==> src/rtl/fse_adapt_ctrl.sv <==
// Adaptation sequencer for the FSE LMS tap-update engine: drives engine reset and
// shifter/tap strobes through IDLE, FILL, ADAPT and HOLD, and tracks convergence lock.
module fse_adapt_ctrl #(
  parameter int NUM_TAPS = 11,
  parameter int SHTR_DIV = 2,
  parameter int TAPS_DIV = 4,
  parameter int NBT_ERR  = 12,
  parameter int LOCK_CNT = 8,
  parameter int NB_CNT   = 8
) (
  input  logic               clk,
  input  logic               i_reset,
  input  logic               i_start,
  input  logic               i_stop,
  input  logic               i_freeze,
  input  logic [NBT_ERR-1:0] i_err_I,
  input  logic [NBT_ERR-1:0] i_err_Q,
  input  logic [NBT_ERR-1:0] i_lock_thr,
  output logic               o_lms_reset,
  output logic               o_en_shtr,
  output logic               o_en_taps,
  output logic               o_locked,
  output logic               o_step_sel,
  output logic [1:0]         o_state
);

  localparam int PH_W = (TAPS_DIV > 1) ? $clog2(TAPS_DIV) : 1;
  localparam logic [PH_W-1:0]   PH_LAST   = PH_W'(TAPS_DIV - 1);
  localparam logic [NB_CNT-1:0] FILL_LAST = NB_CNT'(NUM_TAPS - 1);
  localparam logic [NB_CNT-1:0] LOCK_MAX  = NB_CNT'(LOCK_CNT);

  typedef enum logic [1:0] {
    ST_IDLE  = 2'd0,
    ST_FILL  = 2'd1,
    ST_ADAPT = 2'd2,
    ST_HOLD  = 2'd3
  } state_e;

  state_e              state_q, state_d;
  logic [PH_W-1:0]     ph_q, ph_d, ph_inc;
  logic [NB_CNT-1:0]   fill_q, fill_d;
  logic [NB_CNT-1:0]   good_q, good_d;
  logic [NB_CNT-1:0]   bad_q, bad_d;
  logic                locked_q, locked_d;
  logic                shtr_stb, taps_stb, upd_good;
  logic [NBT_ERR-1:0]  mag_i, mag_q;

  // Two's-complement magnitude kept at NBT_ERR bits, so the most negative code
  // reads as 2^(NBT_ERR-1) rather than wrapping back to itself as a negative.
  function automatic logic [NBT_ERR-1:0] err_mag(input logic [NBT_ERR-1:0] v);
    return v[NBT_ERR-1] ? (~v + NBT_ERR'(1)) : v;
  endfunction

  always_comb begin
    shtr_stb = (state_q != ST_IDLE) && ((int'(ph_q) % SHTR_DIV) == 0);
    taps_stb = (state_q == ST_ADAPT) && (ph_q == PH_LAST);
    mag_i    = err_mag(i_err_I);
    mag_q    = err_mag(i_err_Q);
    upd_good = (mag_i <= i_lock_thr) && (mag_q <= i_lock_thr);
    ph_inc   = (ph_q == PH_LAST) ? '0 : ph_q + PH_W'(1);
  end

  always_comb begin
    // NOTE: every _d takes its held value first, so no branch can leave a latch behind.
    state_d  = state_q;
    ph_d     = ph_q;
    fill_d   = fill_q;
    good_d   = good_q;
    bad_d    = bad_q;
    locked_d = locked_q;

    unique case (state_q)
      ST_IDLE: begin
        ph_d     = '0;
        fill_d   = '0;
        good_d   = '0;
        bad_d    = '0;
        locked_d = 1'b0;
        if (i_start) state_d = ST_FILL;
      end
      ST_FILL: begin
        ph_d = ph_inc;
        if (shtr_stb) begin
          fill_d = fill_q + NB_CNT'(1);
          if (fill_q == FILL_LAST) state_d = ST_ADAPT;
        end
      end
      ST_ADAPT: begin
        ph_d = ph_inc;
        if (taps_stb) begin
          if (upd_good) begin
            bad_d = '0;
            if (good_q != LOCK_MAX) good_d = good_q + NB_CNT'(1);
            if (good_d == LOCK_MAX) locked_d = 1'b1;
          end else begin
            good_d = '0;
            if (bad_q != LOCK_MAX) bad_d = bad_q + NB_CNT'(1);
            if (bad_d == LOCK_MAX) locked_d = 1'b0;
          end
        end
        if (i_freeze) state_d = ST_HOLD;
      end
      ST_HOLD: begin
        // Phase keeps running so the tap grid survives the freeze.
        ph_d = ph_inc;
        if (!i_freeze) state_d = ST_ADAPT;
      end
      default: state_d = ST_IDLE;
    endcase

    if (i_stop) begin
      state_d  = ST_IDLE;
      ph_d     = '0;
      fill_d   = '0;
      good_d   = '0;
      bad_d    = '0;
      locked_d = 1'b0;
    end
  end

  always_ff @(posedge clk) begin
    // NOTE: state registers use non-blocking assignments only; blocking belongs in always_comb.
    if (i_reset) begin
      state_q  <= ST_IDLE;
      ph_q     <= '0;
      fill_q   <= '0;
      good_q   <= '0;
      bad_q    <= '0;
      locked_q <= 1'b0;
    end else begin
      state_q  <= state_d;
      ph_q     <= ph_d;
      fill_q   <= fill_d;
      good_q   <= good_d;
      bad_q    <= bad_d;
      locked_q <= locked_d;
    end
  end

  assign o_lms_reset = (state_q == ST_IDLE);
  assign o_en_shtr   = shtr_stb;
  assign o_en_taps   = taps_stb;
  assign o_locked    = locked_q;
  assign o_step_sel  = locked_q;
  assign o_state     = state_q;

endmodule
==> config.mk <==
export PLATFORM = sky130hd
export DESIGN_NAME = fse_adapt_ctrl
export DESIGN_NICKNAME = d
export VERILOG_FILES = /design/src/rtl/fse_adapt_ctrl.sv
export SDC_FILE = /design/constraint.sdc
export NUM_CORES = 1
export LEC_CHECK = 0
export ABC_AREA = 1
export CORE_UTILIZATION = 45
export CTS_CLUSTER_SIZE = 12
export DETAILED_ROUTE_END_ITERATION = 16
export PLACE_DENSITY = 0.69
export RECOVER_POWER = 50
export SKIP_LAST_GASP = 1
export SYNTH_ARGS = -nofsm -noshare
export SYNTH_HDL_FRONTEND = slang
export SYNTH_SLANG_ARGS = --single-unit
export TNS_END_PERCENT = 30
==> constraint.sdc <==
create_clock -name clk -period 3 [get_ports clk]
set_input_delay 0.3 -clock clk [delete_from_list [all_inputs] [get_ports clk]]
set_output_delay 0.3 -clock clk [all_outputs]
set_load 0.05 [all_outputs]
==> results of run 1 <==
worst max-delay path: cells and delay by family:
| family | cells | cell delay (ns) |
|---|---|---|
| compound gates | 2 | 0.41 |
| simple gates | 11 | 1.32 |
| fa+ha+maj | 1 | 0.28 |
| xor+xnor | 1 | 0.15 |
| buf+inv | 2 | 0.54 |
layout by cell type (no fill, tap or decap), types with 14 or more instances in the layout:
master | Yosys | layout
sky130_fd_sc_hd__dfxtp_1 | 29 | 29
sky130_fd_sc_hd__a21oi_1 | 32 | 31
sky130_fd_sc_hd__nand2_1 | 101 | 101
sky130_fd_sc_hd__o21ai_0 | 24 | 22
sky130_fd_sc_hd__nand3_1 | 28 | 25
sky130_fd_sc_hd__buf_4 | 2 | 14
sky130_fd_sc_hd__clkdlybuf4s50_1 | 0 | 39
sky130_fd_sc_hd__nor2_1 | 44 | 42
sky130_fd_sc_hd__inv_1 | 67 | 63
sky130_fd_sc_hd__ha_1 | 33 | 32
synth_stat cells, types with 5 or more instances:
cell                        n
sky130_fd_sc_hd__xnor2_1    7
sky130_fd_sc_hd__xor2_1    13
sky130_fd_sc_hd__nor2_1    44
sky130_fd_sc_hd__a21oi_1   32
sky130_fd_sc_hd__o21ai_0   24
sky130_fd_sc_hd__nand2_2    5
sky130_fd_sc_hd__nand2_1  101
sky130_fd_sc_hd__inv_2      5
sky130_fd_sc_hd__nand4_1    5
sky130_fd_sc_hd__ha_1      33
sky130_fd_sc_hd__nand3_1   28
sky130_fd_sc_hd__dfxtp_1   29
sky130_fd_sc_hd__inv_1     67
sky130_fd_sc_hd__nor3_1     9
state kept, by name (all words and copies together), names as in the netlist:
signal    count
bad_q         8
good_q        8
o_locked      1
fill_q        8
o_state       2
ph_q          2
cell type report:
cell class	instances	area, um^2	area share (%)
inverter	73	275	7.56
multi-input combinational	339	2020	55.6
timing repair buffer	62	584	16.1
sequential	29	581	16.0
clock buffer	6	72.6	1.99
tap	75	93.8	2.58
clock inverter	2	10.0	0.275
through the flow:
| step | hold slack (ns) | utilization, % |
|---|---|---|
| finish | 0.488 | 60.1 |
| global route | 0.511 | 60.1 |
| CTS | 0.490 | 59.1 |
| detailed placement | 0.479 | 57.7 |
| global placement | 0.470 | 57.7 |
| floorplan | 0.448 | - |
repair_timing:
action / CTS / global route
buffers inserted: 0 / 1
hold endpoints to repair: 0 / 0
hold buffers: 0 / 0
setup endpoints to repair: 0 / 17
resized for setup: 0 / 21
logic make-up after synthesis:
family	share of synthesized area, %
flip-flops	20.1
XOR/XNOR	6.07
adder cells (fa/ha/maj)	14.3
AND/OR/NAND/NOR	34.4
AO/OA/AOI/OAI	13.6
buffers and inverters	11.5
metal layers:
| metal | up-vias | GRT usage, % | wire length, um | part of all wire [%] |
|---|---|---|---|---|
| li1 | 1567 | - | - | - |
| met1 | 1241 | 27.1 | 3330 | 51 |
| met2 | 48 | 35.2 | 2870 | 44 |
| met3 | 8 | 3.52 | 274 | 4.2 |
| met4 | 0 | 5.96 | 66 | 1.0 |
| met5 | - | 0 | 0 | 0 |
worst paths after layout:
kind | cells after the start | slack (ns) | to
worst max-delay path | 17 | 0.22 | bad_q[1]$_SDFFE_PP0P_
worst min-delay path | 2 | 0.49 | fill_q[3]$_SDFFE_PP0P_
worst max register to register | 13 | 1.27 | o_locked$_SDFFE_PP0P_
worst min register to register | 2 | 0.49 | fill_q[3]$_SDFFE_PP0P_
power groups by stage:
stage               clock [uW]  sequential, uW  combinational [uW]
finish                     323             398                 297
global route               343             399                 339
CTS                        329             398                 294
detailed placement           0             407                 292
global placement             0             407                 286
floorplan                    0             408                 177
==> metrics.log, run 1 <==
[metrics] run status: finished clean
[metrics] non-filler instance count after layout: 586
[metrics] synth-to-layout area growth: 26.1%
[metrics] leakage power summed over all cells: 0.00169 uW
[metrics] Internal: around 700 uW
[metrics] clock tree from TritonCTS: yes
[metrics] cells taking the most area after synthesis: sky130_fd_sc_hd__dfxtp_1 (20%), sky130_fd_sc_hd__ha_1 (14%), sky130_fd_sc_hd__nand2_1 (13%)
[metrics] detailed-route wire length per cell: 11.2 um
[metrics] HPWL after detailed placement: between 5000 and 6000 um
[metrics] data arrival time of the worst path: 3.00 ns
[metrics] placeable core region: about 6000 um^2
[metrics] Critical path origin: i_err_I[3]
[metrics] net load switching power: roughly 330 uW
[metrics] part of the total power dissipated in sequential elements: 39.1%
[metrics] endpoint class of the critical path: flip-flop
[metrics] number of hold violations in the final report: 0
[metrics] final weighted congestion in routability-driven placement: 0.824
[metrics] Distinct cells, synth: 42
[metrics] iteration count of the initial detailed-routing pass: 4
[metrics] total overflow reported by the global router: 0
[metrics] clock group share of total power: 31.7%
[metrics] Mapped Area: 2890 um^2
[metrics] pre-CTS setup slack: -0.241 ns
[metrics] transition at the pin with the smallest max-transition slack: slightly below 0.8 ns
[metrics] power per cell area: roughly 280 nW/um^2
[metrics] Max transition margin: 47.4%
[metrics] kind of critical path: in2reg
[metrics] placement-stage cell area: about 3500 um^2
[metrics] antenna violation net count after detailed routing: 0
[metrics] final routed DRC violation total: 0
[metrics] final worst slack: 0.221 ns
[metrics] number of placement rows: 28
[metrics] drt total wl: 6540 um
[metrics] Tcrit/Tclk final: 92.6%
[metrics] largest driver fanout on the critical path: 8
[metrics] synthesized net count: 523
[metrics] Post-synth EDFFs: 0
[metrics] total of flip-flops plus latches after synthesis: 29
[metrics] class of the most critical hold timing path: reg2reg
[metrics] number of sinks driven by the clock tree: 29
[metrics] VDD IR max: 0.250 mV
[metrics] number of top-level pins: 48
[metrics] setup violators final: 0
[metrics] CP cell instances: clkdlybuf4s50_1 > nor3_2 > nand2_1 > nor3_2 > nor2_1 > xor2_1 > ha_1 > nand2_1 > inv_1 > nand2_1 > nor2_2 > nand2_1 > nand3_1 > nand2_2 > a21oi_4 > nand3_1 > a21oi_1
[metrics] CTS Buf Count: 5
[metrics] layout cells sized above 1: 12.7%
[metrics] antenna cells: 0
[metrics] full die area: 6740 um^2
[metrics] part of the Yosys area used for sequential elements: approximately 20%
[metrics] final design instance area without fill: 3640 um^2
[metrics] Worst Min Path Start: fill_q[3]$_SDFFE_PP0P_
[metrics] share of synthesized registers carrying an async set or reset: 0%
[metrics] clock latency of the later-clocked register in the worst-skew pair: between 0.2 and 0.3 ns
[metrics] fill cell total of the finished layout: about 600
[metrics] pin count of the biggest net entering global routing: 35
[metrics] cell type with the largest total area after synthesis: sky130_fd_sc_hd__dfxtp_1
[metrics] Critical R2R Launch: bad_q[0]$_SDFFE_PP0P_
[metrics] mean instance size in the synthesized netlist: 6.43 um^2
[metrics] CP max stage delay: 0.48 ns
[metrics] vias per inst: ~4.9
[metrics] slowest stage cell, crit path: sky130_fd_sc_hd__clkdlybuf4s50_1
[metrics] data required time at the worst endpoint: approximately 3.2 ns
[metrics] Setup Total Neg Slack: 0 ns
[metrics] combinational power share: between 20 and 30%
[metrics] number of global-route vias before repair: between 2,000 and 3,000
[metrics] placed cell count: 577
[metrics] horizontal die dimension: roughly 82 um
[metrics] total number of vias: 2,864
[metrics] cell count after synthesis: 449
[metrics] starting density of the core: 47.6%
[metrics] CTS H-tree lvls: 2
[metrics] Iteration-0 DRC Markers: between 90 and 100
[metrics] Port Buffer Count: between 40 and 50
[metrics] crit start category: primary input
[metrics] total number of yosys warnings: 0
[metrics] first-pass GRT wire length: roughly 11,000 um
[metrics] initial antenna violation count: 0
[metrics] Maximum Capacitance Violations: 0
[metrics] layout net count: 584
[metrics] master cell of the clock root buffer: sky130_fd_sc_hd__clkbuf_8
[metrics] clock tree buffer depth: 2
[metrics] Global Route Usage Sum: 20.8%
[metrics] total design power: between 1000 and 1500 uW
[metrics] clock-pin slew of the registers on the worst-case setup and hold paths: about 0.07 ns
[metrics] Most Frequent Cell on Critical Path: sky130_fd_sc_hd__nand2_1
[metrics] predominant post-synthesis flop cell: sky130_fd_sc_hd__dfxtp_1
[metrics] FMAX: approximately 360 MHz
[metrics] Vert. Die Dim: 82.1 um
[metrics] max-slew violation count: 0
[metrics] final worst clock skew: ~0.0085 ns
[metrics] time the worst path needs with I/O delays and setup: ~2.8 ns
[metrics] area share of the largest cell type after synthesis: 20.1%
[metrics] switching power as a share of total power: 32.1%
Note: power is estimated with default switching activity, not from simulation.
==> inputs of run 2 (changes only) <==
Settings changed: CORE_UTILIZATION 45 to 49, GPL_TIMING_DRIVEN set to 1, PLACE_DENSITY 0.69 to 0.74.
Clock period 3 ns to 3.15 ns, I/O delays scaled along.
==> run 2 against run 1 <==
Net effect:
- via count is 1.6% higher
- combinational power is 8.1% lower
- final cell count is 2.0% lower
- clock-buffer cell count is 1 lower
- clock skew hardly changed
- critical path type unchanged
- critical endpoint is now bad_q[0]$_SDFFE_PP0P_
==> metrics.log, run 2 (same netlist as run 1, synthesis figures left out) <==
[metrics] antenna cells: 0 (unchanged)
[metrics] number of placement rows: 27 (-3.6%)
[metrics] number of global-route vias before repair: 2,808 (+7.4%)
[metrics] full die area: 6200 um^2 (-8.0%)
[metrics] synth-to-layout area growth: 22.5%
[metrics] drt total wl: 6500 um (-0.55%)
[metrics] fill cell total of the finished layout: 545 (-8.2%)
[metrics] time the worst path needs with I/O delays and setup: around 2.8 ns
[metrics] HPWL after detailed placement: 5160 um (+1.6%)
[metrics] kind of critical path: in2reg
[metrics] Max transition margin: 42.3% (-5.0 points)
[metrics] FMAX: 351 MHz
[metrics] VDD IR max: 0.204 mV (-18%)
[metrics] data arrival time of the worst path: 3.06 ns (+0.06 ns)
[metrics] horizontal die dimension: 78.8 um (-4.1%)
[metrics] WHS: 0.488 ns (-0.000273 ns)
[metrics] CTS Buf Count: 5 (unchanged)
[metrics] vias per inst: 5.07 (+3.8%)
[metrics] Maximum Capacitance Violations: 0 (unchanged)
[metrics] final routed DRC violation total: 0 (unchanged)
[metrics] Global Route Usage Sum: 22.6% (+1.8 points)
[metrics] data required time at the worst endpoint: 3.36 ns (+0.14 ns)
[metrics] number of sinks driven by the clock tree: 29 (unchanged)
[metrics] leakage power summed over all cells: 0.00163 uW (-3.2%)
[metrics] number of top-level pins: 48 (unchanged)
[metrics] final worst clock skew: 0.00803 ns (-0.000494 ns)
[metrics] non-filler instance count after layout: 574 (-2.0%)
[metrics] CP max stage delay: 0.44 ns (-0.04 ns)
[metrics] commonest non-fill, non-tap cell in the layout: sky130_fd_sc_hd__nand2_1
[metrics] number of hold violations in the final report: 0 (unchanged)
[metrics] endpoint class of the critical path: flip-flop
[metrics] crit start category: primary input
[metrics] Vert. Die Dim: 78.8 um (-4.1%)
[metrics] layout net count: 575 (-1.5%)
[metrics] max-slew violation count: 0 (unchanged)
[metrics] total overflow reported by the global router: 0 (unchanged)
[metrics] clock-pin slew of the registers on the worst-case setup and hold paths: 0.07 ns (about the same)
[metrics] antenna violation net count after detailed routing: 0 (unchanged)
[metrics] clock latency of the later-clocked register in the worst-skew pair: 0.28 ns (about the same)
[metrics] leading cell types in the layout, fill and taps excluded: sky130_fd_sc_hd__nand2_1 (101), sky130_fd_sc_hd__inv_1 (67), sky130_fd_sc_hd__nor2_1 (43), sky130_fd_sc_hd__clkdlybuf4s50_1 (40), sky130_fd_sc_hd__ha_1 (33)
[metrics] CP cell instances: clkdlybuf4s50_1 > inv_1 > ha_1 > inv_1 > nor2_1 > nand2_1 > nor2_1 > inv_1 > o21ai_0 > xnor2_1 > ha_1 > nand2_1 > nor2_2 > and2_1 > nand2_1 > nand3_1 > nand2_2 > a21oi_4 > nand3_1 > a21oi_1
[metrics] power per cell area: 271 nW/um^2 (-3.2%)
[metrics] iteration count of the initial detailed-routing pass: 4 (unchanged)
[metrics] Tcrit/Tclk final: 90.4%
[metrics] largest registers ranked by flip-flop count: bad_q: 8 flops, fill_q: 8 flops, good_q: 8 flops
[metrics] slowest stage cell, crit path: sky130_fd_sc_hd__clkdlybuf4s50_1
[metrics] pin count of the biggest net entering global routing: 35 (unchanged)
[metrics] fraction of the core area covered by cells at the end of the flow: 63.1% (+3.0 points)
[metrics] class of the most critical hold timing path: reg2reg
[metrics] transition at the pin with the smallest max-transition slack: 0.865 ns (+0.0757 ns)
[metrics] placed cell count: 566 (-1.9%)
[metrics] starting density of the core: 51.5% (+3.8 points)
[metrics] run status: finished clean
[metrics] master cell of the clock root buffer: sky130_fd_sc_hd__clkbuf_8
[metrics] largest driver fanout on the critical path: 8 (unchanged)
[metrics] total number of vias: 2,911 (+1.6%)
[metrics] layout cells sized above 1: 8.96% (-3.8 points)
[metrics] RSZ-0062 raised after global routing: no
[metrics] final weighted congestion in routability-driven placement: 0.825 (+0.15%)
[metrics] Iteration-0 DRC Markers: 98 (+3.2%)
[metrics] CTS H-tree lvls: 2 (unchanged)
[metrics] first-pass GRT wire length: 11,400 um (+4.7%)
[metrics] final design instance area without fill: 3540 um^2 (-2.9%)
[metrics] Port Buffer Count: 47 (unchanged)
[metrics] placement-stage cell area: 3430 um^2 (-1.8%)
[metrics] setup violators final: 0 (unchanged)
[metrics] clock tree from TritonCTS: yes
[metrics] placeable core region: 5610 um^2 (-7.5%)
[metrics] detailed-route wire length per cell: 11.3 um (+1.5%)
[metrics] initial antenna violation count: 0 (unchanged)
[metrics] clock tree buffer depth: 2 (unchanged)
==> run 2: changes by cell type in the layout (fill, tap and decap cells not counted), sizes merged <==
cell / previous run / this run
buf: 14 / 5
clkbuf: 7 / 6
clkdlybuf4s50: 39 / 40
clkinvlp: 0 / 1
dlygate4sd3: 6 / 7
dlymetal6s2s: 2 / 0
==> run 2: critical path: cells and delay by family <==
family,cells,cell delay (ns)
simple gates,10,0.93
buf+inv,4,0.66
compound gates,3,0.59
fa+ha+maj,2,0.45
xor+xnor,1,0.11
==> run 2: worst paths after layout <==
path,startpoint,endpoint,slack (ns),cells after the start
worst max register to register,bad_q[0]$_SDFFE_PP0P_,o_locked$_SDFFE_PP0P_,1.44,13
worst min-delay path,fill_q[3]$_SDFFE_PP0P_,fill_q[3]$_SDFFE_PP0P_,0.49,2
worst max-delay path,i_err_Q[0],bad_q[0]$_SDFFE_PP0P_,0.30,20
worst min register to register,fill_q[3]$_SDFFE_PP0P_,fill_q[3]$_SDFFE_PP0P_,0.49,2
==> run 2: final cells by class <==
type	instances	area [um^2]	area share, %
multi-input cells	339	1990	56.3
flip-flops and latches	29	581	16.4
repair buffers	53	512	14.5
inverters	73	278	7.86
well taps	72	90.1	2.55
clock buffers	5	68.8	1.95
clock inverters	3	17.5	0.495
==> run 2: stage by stage <==
stage               power (uW)  setup slack [ns]  setup TNS [ns]
detailed placement         660           -0.0834          -0.867
floorplan                  557             0.639               0
CTS                        960             0.179               0
global placement           652        -0.0000744      -0.0000744
global route              1020            0.0273               0
finish                     957             0.301               0
==> run 2: where the power goes <==
part,internal [uW],switching [uW],total (uW)
Sequential,372,7.66,380
Clock,152,152,304
Combinational,127,147,273
==> run 2: metal layers <==
layer | vias up | part of all wire, % | track usage [%]
met5 | - | 0 | 0
met4 | 0 | 0.88 | 5.93
met3 | 7 | 4.2 | 3.56
met2 | 51 | 46 | 40.6
met1 | 1296 | 49 | 27.8
li1 | 1557 | - | -
==> run 2: what timing repair did <==
action	in CTS	in global routing
gates resized for setup	0	7
endpoints found under the hold margin	0	0
setup endpoints to repair	0	17
hold buffers	0	0
setup buffers	0	0
==> inputs of run 3 (changes only) <==
Settings changed: CORE_MARGIN set to 8, SKIP_LAST_GASP 1 to unset.
==> run 3 against run 2 <==
Net effect:
- global-route usage fell by 5.6 points
- utilization is 1.7 points lower
- largest power group is now the clock network
- die area grew 39%
- clock-buffer cell count grew 2
- maximum frequency down 0.40%
- highest routed layer unchanged
==> metrics.log, run 3 (same netlist as run 1, synthesis figures left out) <==
[metrics] vias per inst: 5.05 (-0.49%)
[metrics] detailed-route wire length per cell: 12.0 um (+5.8%)
[metrics] CP max stage delay: 0.44 ns (about the same)
[metrics] drt total wl: 6910 um (+6.4%)
[metrics] iteration count of the initial detailed-routing pass: 4 (unchanged)
[metrics] total buffers and inverters traversed by the critical path: 4 (unchanged)
[metrics] synth-to-layout area growth: 23.6%
[metrics] largest registers ranked by flip-flop count: bad_q: 8 flops, fill_q: 8 flops, good_q: 8 flops
[metrics] FMAX: 350 MHz (-0.40%)
[metrics] full die area: 8600 um^2 (+39%)
[metrics] RSZ-0062 raised after global routing: yes
[metrics] transition at the pin with the smallest max-transition slack: 0.693 ns (-0.172 ns)
[metrics] number of top-level pins: 48 (unchanged)
[metrics] Max transition margin: 53.6% (+11 points)
[metrics] leakage power summed over all cells: 0.00165 uW (+0.98%)
[metrics] max-slew violation count: 0 (unchanged)
[metrics] leading cell types in the layout, fill and taps excluded: sky130_fd_sc_hd__nand2_1 (101), sky130_fd_sc_hd__inv_1 (67), sky130_fd_sc_hd__nor2_1 (43), sky130_fd_sc_hd__clkdlybuf4s50_1 (41), sky130_fd_sc_hd__ha_1 (33)
[metrics] Crit path max-delay family: simple AND/OR/NAND/NOR gates
[metrics] Tcrit/Tclk final: 90.8% (+0.37 points)
[metrics] post_cts resized: 0 (unchanged)
[metrics] CTS H-tree lvls: 2 (unchanged)
[metrics] clock latency of the later-clocked register in the worst-skew pair: 0.29 ns (about the same)
[metrics] clock tree buffer depth: 2 (unchanged)
[metrics] Global Route Usage Sum: 17.0% (-5.6 points)
[metrics] setup violators final: 0 (unchanged)
[metrics] number of global-route vias before repair: 2,879 (+2.5%)
[metrics] HPWL after detailed placement: 5510 um (+6.6%)
[metrics] number of placement rows: 28 (+3.7%)
[metrics] quantity of hold-fixing buffers added after cts: 0 (unchanged)
[metrics] CP cell instances: clkdlybuf4s50_1 > inv_1 > ha_1 > inv_1 > nor2_1 > nand2_1 > nor2_1 > inv_1 > o21ai_0 > xnor2_1 > ha_1 > nand2_1 > nor2_1 > and2_1 > nand2_1 > nand3_1 > nand2_2 > a21oi_4 > nand3_1 > a21oi_1
[metrics] slowest stage cell, crit path: sky130_fd_sc_hd__clkdlybuf4s50_1
[metrics] fraction of the core area covered by cells at the end of the flow: 61.3% (-1.7 points)
[metrics] Port Buffer Count: 47 (unchanged)
[metrics] data required time at the worst endpoint: 3.37 ns (about the same)
[metrics] clock tree from TritonCTS: yes
[metrics] Iteration-0 DRC Markers: 91 (-7.1%)
[metrics] power per cell area: 298 nW/um^2 (+10%)
[metrics] time the worst path needs with I/O delays and setup: 2.86 ns (+0.0115 ns)
[metrics] final worst clock skew: 0.00969 ns (+0.00166 ns)
[metrics] run status: finished clean
[metrics] CTS Buf Count: 5 (unchanged)
[metrics] clock-pin slew of the registers on the worst-case setup and hold paths: 0.07 ns (about the same)
[metrics] data arrival time of the worst path: 3.08 ns (+0.02 ns)
[metrics] antenna cells: 0 (unchanged)
[metrics] total design power: 1060 uW (+11%)
[metrics] number of hold violations in the final report: 0 (unchanged)
[metrics] placeable core region: 5820 um^2 (+3.7%)
[metrics] largest driver fanout on the critical path: 8 (unchanged)
[metrics] pin count of the biggest net entering global routing: 35 (unchanged)
[metrics] Maximum Capacitance Violations: 0 (unchanged)
[metrics] Vert. Die Dim: 92.8 um (+18%)
[metrics] class of the most critical hold timing path: reg2reg
[metrics] non-filler instance count after layout: 577 (+0.52%)
[metrics] master cell of the clock root buffer: sky130_fd_sc_hd__clkbuf_8
[metrics] total number of vias: 2,912 (+0.034%)
[metrics] starting density of the core: 49.6% (-1.8 points)
[metrics] initial antenna violation count: 0 (unchanged)
[metrics] VDD IR max: 0.260 mV (+27%)
[metrics] final weighted congestion in routability-driven placement: 0.850 (+3.0%)
[metrics] antenna violation net count after detailed routing: 0 (unchanged)
[metrics] layout cells sized above 1: 8.76% (-0.20 points)
[metrics] endpoint class of the critical path: flip-flop
[metrics] placed cell count: 569 (+0.53%)
[metrics] first-pass GRT wire length: 12,300 um (+7.7%)
[metrics] commonest non-fill, non-tap cell in the layout: sky130_fd_sc_hd__nand2_1
[metrics] total overflow reported by the global router: 0 (unchanged)
[metrics] layout net count: 575 (unchanged)
[metrics] horizontal die dimension: 92.8 um (+18%)
[metrics] crit start category: primary input
[metrics] Post CTS Setup Buffer Count: 0 (unchanged)
[metrics] final routed DRC violation total: 0 (unchanged)
[metrics] kind of critical path: in2reg
[metrics] fill cell total of the finished layout: 558 (+2.4%)
[metrics] number of sinks driven by the clock tree: 29 (unchanged)
[run 3: changes by cell type in the layout (fill, tap and decap cells not counted)]
cell	delta
sky130_fd_sc_hd__buf_4	+1
sky130_fd_sc_hd__bufinv_16	+1
sky130_fd_sc_hd__clkbuf_8	+1
sky130_fd_sc_hd__clkdlybuf4s50_1	+1
sky130_fd_sc_hd__clkinv_2	-2
sky130_fd_sc_hd__clkinvlp_4	-1
sky130_fd_sc_hd__dlygate4sd3_1	-1
sky130_fd_sc_hd__inv_2	+1
sky130_fd_sc_hd__inv_4	-1
sky130_fd_sc_hd__o21ai_1	+1
sky130_fd_sc_hd__o21ai_2	-1
[run 3: worst paths after layout]
check,start,slack [ns],cells after the start,end
setup / recovery,i_err_Q[0],0.29,20,bad_q[1]$_SDFFE_PP0P_
hold / removal,fill_q[3]$_SDFFE_PP0P_,0.49,2,fill_q[3]$_SDFFE_PP0P_
setup reg to reg,bad_q[0]$_SDFFE_PP0P_,1.42,11,o_locked$_SDFFE_PP0P_
hold reg to reg,fill_q[3]$_SDFFE_PP0P_,0.49,2,fill_q[3]$_SDFFE_PP0P_
[run 3: where the power goes]
part / internal [uW] / total [uW] / switching [uW] / leakage, uW
clock network: 258 / 411 / 153 / 0.0000585
registers: 372 / 380 / 7.79 / 0.000234
logic: 126 / 271 / 145 / 0.00135
[run 3: cell type report]
class                   instances  area [um^2]  area share [%]
multi-input cells             339         1990            55.7
flip-flops and latches         29          581            16.3
repair buffers                 53          515            14.5
inverters                      73          275            7.72
well taps                      75         93.8            2.63
clock buffers                   7         86.3            2.42
clock inverters                 1         30.0           0.842
[run 3: worst reg2reg max path, cell delays in order (launching register included)]
cell,delay (ns)
sky130_fd_sc_hd__dfxtp_1,0.42
sky130_fd_sc_hd__inv_1,0.09
sky130_fd_sc_hd__ha_1,0.29
sky130_fd_sc_hd__o21bai_2,0.19
sky130_fd_sc_hd__nand2_1,0.06
sky130_fd_sc_hd__nand2_1,0.05
sky130_fd_sc_hd__nor2_1,0.11
sky130_fd_sc_hd__nand2_1,0.08
sky130_fd_sc_hd__nand3_1,0.11
sky130_fd_sc_hd__nand3_1,0.08
sky130_fd_sc_hd__nand2_1,0.11
sky130_fd_sc_hd__a21oi_2,0.04
[run 3: through the flow]
stage               setup WS (ns)  hold slack (ns)  instance area (um^2)  setup TNS (ns)
global placement          0.00483            0.478                  3440               0
detailed placement         -0.127            0.486                  3440           -1.26
finish                      0.290            0.494                  3570               0
global route              -0.0459            0.531                  3570         -0.0632
CTS                         0.157            0.495                  3550               0
floorplan                   0.639            0.453                  2890               0
[run 3: metal layers]
metal	track usage, %	routed length (um)
met5	0	0
met4	4.56	62
met3	4.53	299
met2	30.3	3350
met1	19.5	3210
